`src/rtl/sha_digest_tx.sv`:
```
// Captures a 256-bit SHA-256 digest on a done strobe and streams it out as eight words, H0 first.
// Optional SHA_DIGEST_TX_BSWAP_EN byte-reverses each emitted word (Bitcoin little-endian order).
module sha_digest_tx #(
  parameter int WORD_S   = 32,
  parameter int H_BLKCNT = 8,
  parameter int H_SIZE   = WORD_S * H_BLKCNT
) (
  input  logic              clk,
  input  logic              reset,
  input  logic              en_i,
  input  logic [H_SIZE-1:0] H_i,
  output logic              m_valid,
  input  logic              m_ready,
  output logic [WORD_S-1:0] m_data,
  output logic              m_last,
  output logic              busy,
  output logic              overrun
);

  localparam int IDX_W = $clog2(H_BLKCNT);
  localparam logic [IDX_W-1:0] LAST_IDX = IDX_W'(H_BLKCNT - 1);

  typedef enum logic {IDLE, SEND} state_t;

  state_t             r_state;
  logic [H_SIZE-1:0]  r_buf;
  logic [IDX_W-1:0]   r_idx;
  logic [WORD_S-1:0]  r_data;
  logic               r_valid;
  logic               r_last;
  logic               r_busy;
  logic               r_ovr;

  logic               w_xfer;
  logic               w_final;
  logic               w_capture;
  logic [IDX_W-1:0]   w_idx_nxt;

  function automatic logic [WORD_S-1:0] fmt_word(input logic [H_SIZE-1:0] h,
                                                 input logic [IDX_W-1:0]  k);
    logic [WORD_S-1:0] w;
    fmt_word = '0;
    w = h[int'(k)*WORD_S +: WORD_S];
`ifdef SHA_DIGEST_TX_BSWAP_EN
    for (int b = 0; b < WORD_S/8; b++)
      fmt_word[b*8 +: 8] = w[WORD_S-8-b*8 +: 8];
`else
    fmt_word = w;
`endif
  endfunction

  assign w_xfer    = r_valid & m_ready;
  assign w_final   = w_xfer && (r_idx == '0);
  // A strobe landing on the final handshake chains the next digest with no bubble.
  assign w_capture = en_i && ((r_state == IDLE) || w_final);
  assign w_idx_nxt = r_idx - 1'b1;

  always_ff @(posedge clk) begin
    if (reset) begin
      r_state <= IDLE;
      r_buf   <= '0;
      r_idx   <= '0;
      r_data  <= '0;
      r_valid <= 1'b0;
      r_last  <= 1'b0;
      r_busy  <= 1'b0;
      r_ovr   <= 1'b0;
    end else begin
      if (w_capture) begin
        r_state <= SEND;
        r_buf   <= H_i;
        r_idx   <= LAST_IDX;
        r_data  <= fmt_word(H_i, LAST_IDX);
        r_valid <= 1'b1;
        r_last  <= (LAST_IDX == '0);
        r_busy  <= 1'b1;
      end else if (w_final) begin
        r_state <= IDLE;
        r_valid <= 1'b0;
        r_last  <= 1'b0;
        r_busy  <= 1'b0;
      end else if (w_xfer) begin
        r_idx  <= w_idx_nxt;
        r_data <= fmt_word(r_buf, w_idx_nxt);
        r_last <= (w_idx_nxt == '0);
      end
      if (en_i && !w_capture)
        r_ovr <= 1'b1;
    end
  end

  assign m_valid = r_valid;
  assign m_data  = r_data;
  assign m_last  = r_last;
  assign busy    = r_busy;
  assign overrun = r_ovr;

endmodule

```
`config.mk`:
```
export PLATFORM = sky130hd
export DESIGN_NAME = sha_digest_tx
export DESIGN_NICKNAME = d
export VERILOG_FILES = /design/src/rtl/sha_digest_tx.sv
export SDC_FILE = /design/constraint.sdc
export NUM_CORES = 1
export LEC_CHECK = 0
export BUFFER_PORTS_ARGS = -buffer_cell sky130_fd_sc_hd__buf_2
export CAP_MARGIN = 20
export CORE_MARGIN = 4
export CORE_UTILIZATION = 54
export CTS_CLUSTER_DIAMETER = 200
export CTS_CLUSTER_SIZE = 30
export DETAILED_ROUTE_END_ITERATION = 16
export HOLD_SLACK_MARGIN = 0.1
export PLACE_DENSITY = 0.8
export SLEW_MARGIN = 20
export SYNTH_ARGS = -nofsm -noshare
export SYNTH_HDL_FRONTEND = slang
export SYNTH_SLANG_ARGS = --single-unit
```
`constraint.sdc`:
```
create_clock -name clk -period 2.85 [get_ports clk]
set_input_delay 0.57 -clock clk [delete_from_list [all_inputs] [get_ports clk]]
set_output_delay 0.57 -clock clk [all_outputs]
set_load 0.05 [all_outputs]
```
# Yosys cells after proc, flatten, opt, wreduce, memory -nomap -nowiden
# Index checks and enable logic that the tools add are counted.
# Widths: inputs -> output; s select.
[word_totals]
reg_bits = 294
n_memories = 0
out_inout_bits = 36
romBits = 0
latchBits = 0
wordCells = 30
mem_bits_rw = 0
[op_classes]
n_div = 0
addsub = 1
multipliers = 0
n_bitwise = 2
mux = 8
reduce_logical = 11
n_lt_le_gt_ge = 0
n_eq_ne = 1
shifts = 1
[op_table]
columns = ["op", "count"]
rows = [
  ["$shiftx 256x9->32", 1],
  ["$mux 32", 3],
  ["$mux 3", 3],
  ["$logic_not 3->1", 2],
  ["$reduce_bool 2->1", 2],
  ["$logic_and 1x1->1", 3],
  ["$reduce_or 3->1", 1],
  ["$sub 3x1->3 const B", 1],
  ["$mux 1", 2],
  ["$ne 2x1->1 const B", 1],
  ["$reduce_and 2->1", 1],
  ["$and 1x1->1", 1],
  ["$logic_not 1->1", 1],
  ["$logic_or 1x1->1", 1],
  ["$not 1->1", 1],
]

# Depth between registers and ports, before layout
# Gate-level depths: netlist of run 1.
[logic_depth]
word_depth = 6
mapped_depth = 11

# Worst setup path after synthesis of run 1
# Ideal clock, no wire load.
[synth_path]
path_type = "register -> register"
startpoint = "register r_idx[0]"
endpoint = "register r_data[10], in the netlist m_data[10]"
t_arrival_ns = 2.162
stages_incl_launch_ff = 10
setup_slack_ns = 0.551
required_time_ns = 2.713
path_buffers = 3
setup_time_ns = 0.137
path_cell_list = "dfxtp_1 > inv_1 > clkbuf_1 > buf_1 > ha_1 > xor2_2 > clkbuf_1 > nand3_1 > nand4_1 > a211oi_1"
[synth_via]
elab_chain_cells = 6
word_cells_on_any_way = 12
[synth_lines]
columns = ["item", "line_no", "source"]
rows = [
  ["from (decl)", "27", "logic [IDX_W-1:0] r_idx;"],
  ["from (signal assigned)", "83", "r_idx <= w_idx_nxt;"],
  ["parallel branches: the longest is 6 deep, another holds $sub 3x1->3", "n/a", ""],
  ["to (signal assigned)", "73", "r_data <= fmt_word(H_i, LAST_IDX);"],
  ["to (signal assigned)", "84", "r_data <= fmt_word(r_buf, w_idx_nxt);"],
  ["to (decl)", "28", "logic [WORD_S-1:0] r_data;"],
]
# Several ways; the timed one is not identified. The select of a mux whose other input is x is not followed.
# A chain may end at the register's enable or synchronous reset.

# Final worst setup path of run 1
[layout_path]
startpoint = "register r_idx[1]"
endpoint = "register r_data[7], in the netlist m_data[7]"
# Same word-level chain as after synthesis.

==> key figures, run 1 <==
Critical path
  • Setup Crit Path Kind: reg -> reg
  • Worst Path Required: ~3.2 ns
  • Reg2reg setup slack: roughly 0.35 ns
  • Worst setup EP type: register
  • CP Launch Type: register
  • Critical Path AT: 2.87 ns
  • CP max FO: 39
  • RR Startpoint: r_idx[1]
  • Worst Setup SP: r_idx[1]
  • R2R depth: 7

Detailed routing
  • DR DRC count: 0
  • Uppermost layer routed: met5
  • Post-DR wirelength/cell: around 19 um
  • Routed met1 length: roughly 16000 um
  • Drt pass-1 iters: 7
  • Final ANT Viol Nets: 0
  • Post-Route WL: roughly 39000 um
  • Iteration-0 DRC Markers: around 1200
  • Via density: 5.669
  • Vias: ~12000
  • Routed wl met2: roughly 17000 um
  • Routed wl met3: 3571 um

Floorplan
  • Core box area: around 23000 sq um
  • Die Area: around 26000 sq um
  • Die Y: roughly 160 um
  • DIE WIDTH: approximately 160 um
  • I/O pins: 296
  • Num rows: between 50 and 60
  • Starting Density: 0.5508

Synth
  • Post-synthesis sequential area ratio: 0.4691
  • Post-synth net total: about 1900
  • Mapped Cells: 1591
  • Post-Syn Area per Cell: 7.886 sq um
  • Most used DFF post-synth: dfxtp_1
  • Synth unique cells: 26
  • Synthesis-stage register bit count: ~290
  • Syn. warnings: 0
  • Synth area leaders: dfxtp_1 47%, nand2_1 15%, a21oi_1 10%, mux2i_1 10%, nand3_1 5.2%
  • Number of synthesized flops with an enable pin: 0
  • List of most frequent post-synthesis cells: 513 x nand2_1, 294 x dfxtp_1, 262 x a21oi_1
  • Synth area leader: dfxtp_1
  • Most common cell in the netlist: nand2_1
  • Synthesized cell area: 12550 sq um
  • Ys async rst share: 0
  • Share of the synthesized area in the top cell type: 0.4691

Timing
  • RSZ-0062 raised after global routing: false
  • Worst slew pin tran: ~1.1 ns
  • Tcrit/Tclk final: 0.8765
  • Final min period: around 2.5 ns
  • Worst Skew: between 0.02 and 0.03 ns
  • Slew Limit Fails: 0
  • Hold Vio Cnt, Final: 0
  • Final setup viols: 0
  • Slew headroom: 0.2757
  • Fmax: ~0.4 GHz
  • TNS Setup: 0 ns

CTS
  • Setup Fix Bufs, Post-CTS: 0
  • CTS tree: built
  • Hold-fix buffers, CTS: 0
  • CTS root buf: clkbuf_16
  • CTS resizes: 0
  • Total CTS buffers: 13
  • Clk_lat worst skew: around 0.5 ns
  • Clk slew on worst S/H paths: approximately 0.12 ns
  • # H-tree levels: 1
  • CTS Sinks: between 200 and 300
  • Bufs on Longest Clock Path: 3

Power and ir drop
  • Worst vdd ir: roughly 0.37 mV
  • Final Power: about 9 mW
  • P per Cell Area: 633.2 nW/um^2
  • LEAKAGE: 5.993 nW

Global routing
  • Largest net degree at the start of global routing: 110
  • Vias in the first global route: approximately 11000
  • Initial antenna violation count: 4
  • GRT overflow: 0
  • First-pass GRT wire length: 58930 um
  • All-Layer GR Usage: 0.2837

Finish
  • Nets: ~2000
  • Area growth, synth to finish: 15.52%
  • FF+latch area: slightly below 6000 sq um
  • Share of layout cells above drive strength 1: 0.1937
  • Multi-input gate area: ~6100 sq um
  • Fillers: roughly 2100

Place
  • Hpwl dp: around 28000 um
  • RePlAce Congestion: 0.9282
  • Port buffer count: around 300

Outcome
  • Status: finished clean

Hold path
  • Worst hold path class: in -> reg
  • Hold Crit Depth: 3
  • Hold path startpoint: H_i[183]

Job
  • Max Cap Viol: 0
[cell usage in the layout (no fill, tap or decap), drive strengths merged, types with 3 or more instances in the layout]
cell,instances
nor3,4
nand3,130
nand2,513
diode,3
nor2,4
a211oi,32
buf,318
a21oi,262
o22ai,32
mux2i,129
ha,3
inv,3
clkbuf,14
nand4,32
dfxtp,294
[stage by stage]
stage / util / setup slack, ns / hold slack [ns] / std cells / area (sq um)
CTS: 0.6360 / 0.3868 / 0.2938 / 2094 / 14490
global placement: 0.6213 / 0.4884 / 0.4408 / 2080 / 14150
detailed placement: 0.6213 / 0.3990 / 0.4456 / 2080 / 14150
finish: 0.6363 / 0.3519 / 0.2884 / 2097 / 14490
floorplan: - / 0.5506 / 0.4357 / 1591 / 12550
global route: 0.6361 / 0.1643 / 0.2933 / 2095 / 14490
[where the power goes]
group / internal (mW) / total, mW / switching (mW) / leakage (nW)
combinational: 0.890 / 2.48 / 1.59 / 3.41
sequential: 4.40 / 4.57 / 0.172 / 2.42
clock: 0.839 / 2.12 / 1.28 / 0.164
[layout make-up]
cell class,count,area share
multi-input cells,1151,0.4189
clock inverters,1,0.0006043
flip-flops and latches,294,0.4062
well taps,313,0.02702
diodes,3,0.0005180
clock buffers,13,0.02244
inverters,3,0.0007769
repair buffers,319,0.1235
[path summary, 6_finish.rpt]
check | to
max | m_data[7]
min | r_buf[183]
max reg2reg | m_data[7]
min reg2reg | r_buf[108]
[cell families (layout without fill, tap and decap cells)]
group / Yosys count / after routing / synth area share
other cells: 0 / 3 / 0
mux: 130 / 130 / 0.1038
compound gates: 331 / 331 / 0.1433
fa+ha+maj: 3 / 3 / 0.002992
buf+inv: 146 / 336 / 0.05195
simple gates: 685 / 685 / 0.2263
flops: 294 / 294 / 0.4691
xor+xnor: 2 / 2 / 0.002593
[sequential cells by signal (all words and copies together) (netlist names)]
register / cells
busy: 1
m_data: 32
m_last: 1
overrun: 1
r_buf: 256
r_idx: 3
[worst max-delay path: stages, from the launching register on]
cell      delay [ns]
dfxtp_1         0.33
inv_1           0.09
ha_1            0.35
xnor2_4         0.89
buf_4           0.37
nand3_1         0.11
nand4_1         0.14
a211oi_1        0.08
[metal layers]
metal	up-vias	GRT usage
met5	-	0
met1	5486	0.3936
met2	541	0.4367
met3	83	0.05645
li1	5774	-
met4	4	0.1122
No activity file was read; power rests on OpenSTA's default activity.
==> run 2, diff against run 1 <==
ABC_AREA = 1   (was default)
CORE_UTILIZATION = 55   (was 54)
PLACE_DENSITY = 0.81   (was 0.8)
==> run 2 against run 1 <==
  * Design area is 6.1% higher
  * Sequential power hardly changed
  * Global-route usage up 0.46 points
  * Largest cell class is now sequential cells
  * Wire length grew 6.3%
  * Fmax is 11% higher
  * Non-clock buffer count increased by 3
  * Die area grew 5.0%
==> key figures, run 2 <==
Timing
  • Fmax: 0.4448 GHz (+11%)
  • Final min period: 2.248 ns (-0.2502 ns)
  • Worst slew pin tran: 1.117 ns (+0.03063 ns)
  • Fin Hold WS: 0.3504 ns (+0.06196 ns)
  • Slew Limit Fails: 0 (unchanged)
  • Slew headroom: 0.2553 (-0.02042)
  • RSZ-0062 raised after global routing: false
  • Hold Vio Cnt, Final: 0 (unchanged)
  • Final setup viols: 0 (unchanged)
  • Worst Skew: 0.01451 ns (-0.01227 ns)
  • Tcrit/Tclk final: 0.7888 (-0.08777)
  • TNS Setup: 0 ns (unchanged)

Floorplan
  • Starting Density: 0.5665 (+0.01564)
  • DIE WIDTH: 164.4 um (+2.5%)
  • Die Y: 164.4 um (+2.5%)
  • Core box area: 23750 sq um (+4.3%)
  • Num rows: 56 (+1.8%)
  • I/O pins: 296 (unchanged)
  • Die Area: 27030 sq um (+5.0%)

Critical path
  • RR Startpoint: r_idx[1]
  • CP max FO: 82 (+110%)
  • Worst Path Required: 3.23 ns (about the same)
  • Setup Crit Path Kind: reg -> reg
  • Worst setup EP type: register
  • Reg2reg setup slack: 0.60 ns (+0.25 ns)
  • CP Launch Type: register
  • Critical Path AT: 2.63 ns (-0.24 ns)
  • Reg-to-reg endpoint: r_buf[143]
  • R2R depth: 10 (+3)

Synth
  • Post-Syn Area per Cell: 6.792 sq um (-14%)
  • Most used DFF post-synth: dfxtp_1
  • Synth unique cells: 24 (-7.7%)
  • Synthesized cell area: 13460 sq um (+7.2%)
  • Ys async rst share: 0 (unchanged)
  • Share of the synthesized area in the top cell type: 0.4374 (-0.03167)
  • Synth area leaders: dfxtp_1 44%, a21oi_1 11%, nand2_1 10%, inv_1 9.0%, o21ai_0 8.4%
  • List of most frequent post-synthesis cells: 358 x nand2_1, 324 x inv_1, 294 x dfxtp_1
  • Number of synthesized flops with an enable pin: 0 (unchanged)
  • Mapped Cells: 1981 (+25%)
  • Most common cell in the netlist: nand2_1
  • Syn. warnings: 0 (unchanged)
  • Synthesis-stage register bit count: 294 (unchanged)
  • Post-synth net total: 2244 (+21%)
  • Synth area leader: dfxtp_1
  • Post-synthesis sequential area ratio: 0.4374 (-0.03167)

Detailed routing
  • DR DRC count: 0 (unchanged)
  • Vias: 13410 (+13%)
  • Post-DR wirelength/cell: 16.61 um (-11%)
  • Via density: 5.373 (-5.2%)
  • Final ANT Viol Nets: 0 (unchanged)
  • Iteration-0 DRC Markers: 1553 (+30%)
  • Drt pass-1 iters: 6 (-1)
  • Post-Route WL: 41470 um (+6.3%)

Global routing
  • Largest net degree at the start of global routing: 163 (+48%)
  • All-Layer GR Usage: 0.2882 (+0.004565)
  • GRT overflow: 0 (unchanged)
  • Initial antenna violation count: 5 (+1)
  • First-pass GRT wire length: 62250 um (+5.6%)
  • Vias in the first global route: 12110 (+11%)

CTS
  • Hold-fix buffers, CTS: 0 (unchanged)
  • # H-tree levels: 1 (unchanged)
  • Clk slew on worst S/H paths: 0.12 ns (about the same)
  • CTS resizes: 0 (unchanged)
  • CTS Sinks: 294 (unchanged)
  • Total CTS buffers: 13 (unchanged)
  • CTS root buf: clkbuf_16
  • Setup Fix Bufs, Post-CTS: 0 (unchanged)
  • Bufs on Longest Clock Path: 3 (unchanged)
  • CTS tree: built
  • Clk_lat worst skew: 0.49 ns (about the same)

Finish
  • Largest register FFs: 256 (unchanged)
  • Share of layout cells above drive strength 1: 0.1710 (-0.02274)
  • Commonest non-fill, non-tap cells in the layout: 357 x nand2_1, 323 x inv_1, 295 x buf_2
  • Area growth, synth to finish: 14.31%
  • Top reg by flops: r_buf
  • Final Non-Filler Cells: 2496 (+19%)
  • Nets: 2433 (+19%)
  • Commonest non-fill, non-tap cell in the layout: nand2_1

Outcome
  • Status: finished clean

Hold path
  • Hold path startpoint: H_i[28]
  • Hold Crit Depth: 3 (unchanged)
  • Worst hold path class: in -> reg
  • Worst Hold End: r_buf[28]

Place
  • RePlAce Congestion: 0.9791 (+5.5%)
  • Dpl cells: 2474 (+19%)
  • Port buffer count: 295 (unchanged)
  • Hpwl dp: 29400 um (+4.7%)

Power and ir drop
  • Worst vdd ir: 0.4216 mV (+15%)
  • LEAKAGE: 7.186 nW (+20%)
  • P per Cell Area: 604.1 nW/um^2 (-4.6%)

Job
  • Max Cap Viol: 0 (unchanged)
## run 2: changes by cell type in the layout (fill, tap and decap cells not counted), moves of 13 or more
cell      change
inv_1       +321
nor2_2       +13
a21oi_1      +32
mux2i_1     -129
nand4_1      -31
nand3_1      +65
a211oi_1     -32
o22ai_1      -32
o21ai_0     +226
nand2_1     -156
nor2_1      +103
## run 2: metal layers
metal / track usage / vias up / wire (um)
li1: - / 6598 / -
met1: 0.4050 / 6113 / 17620
met2: 0.4500 / 615 / 18600
met3: 0.03444 / 84 / 3526
met4: 0.1244 / 0 / 1720
met5: 0 / - / 0
## run 2: cell families (layout without fill, tap and decap cells)
group / Yosys count / in the layout / share of synthesized area
flip-flops: 294 / 294 / 0.4374
adder cells (fa/ha/maj): 3 / 3 / 0.002790
AND/OR/NAND/NOR: 687 / 687 / 0.2191
buffers and inverters: 474 / 663 / 0.1452
other: 0 / 7 / 0
AO/OA/AOI/OAI: 521 / 521 / 0.1942
XOR/XNOR: 2 / 2 / 0.001302
## run 2: layout make-up
type / count / area [sq um]
flip-flops and latches: 294 / 5889
inverters: 326 / 1230
clock buffers: 14 / 329.1
fillers: 2161 / 8372
well taps: 319 / 399.1
diodes: 7 / 17.52
clock inverters: 1 / 8.758
multi-input cells: 1213 / 5665
repair buffers: 322 / 1842
## run 2: where the power goes
part | switching, mW | internal (mW) | total, mW
registers | 0.127 | 4.46 | 4.59
clock network | 1.29 | 0.844 | 2.13
logic | 1.75 | 0.821 | 2.57
## run 2: critical path: stages, from the launching register on
cell     delay [ns]
dfxtp_1        0.34
inv_1          0.12
ha_4           0.13
inv_1          0.03
nor2_1         0.15
nand2_1        0.12
nand2_2        0.15
nand2_8        0.30
buf_12         0.33
o21ai_0        0.35
a21oi_1        0.08
## run 2: worst max path at each step
stage	start	endpoint	slack, ns
6_report	r_idx[1]	r_buf[143]	0.60
4_1_cts	r_idx[1]	r_buf[143]	0.67
3_5_place_dp	m_ready	r_buf[143]	0.63
5_1_grt	r_idx[1]	r_buf[233]	0.48
3_3_place_gp	m_ready	r_buf[143]	0.66
2_1_floorplan	r_idx[0]	r_buf[75]	0.77
## run 2: metrics by stage
stage                     instance area [sq um]  total power, mW  worst slack [ns]  utilization
after floorplan                           13460            6.363            0.7667            -
after global placement                    15030            7.151            0.6571       0.6326
after detailed placement                  15030            7.210            0.6322       0.6326
after CTS                                 15360            9.282            0.6700       0.6468
after global routing                      15380            9.712            0.4809       0.6473
final                                     15380            9.291            0.6020       0.6475
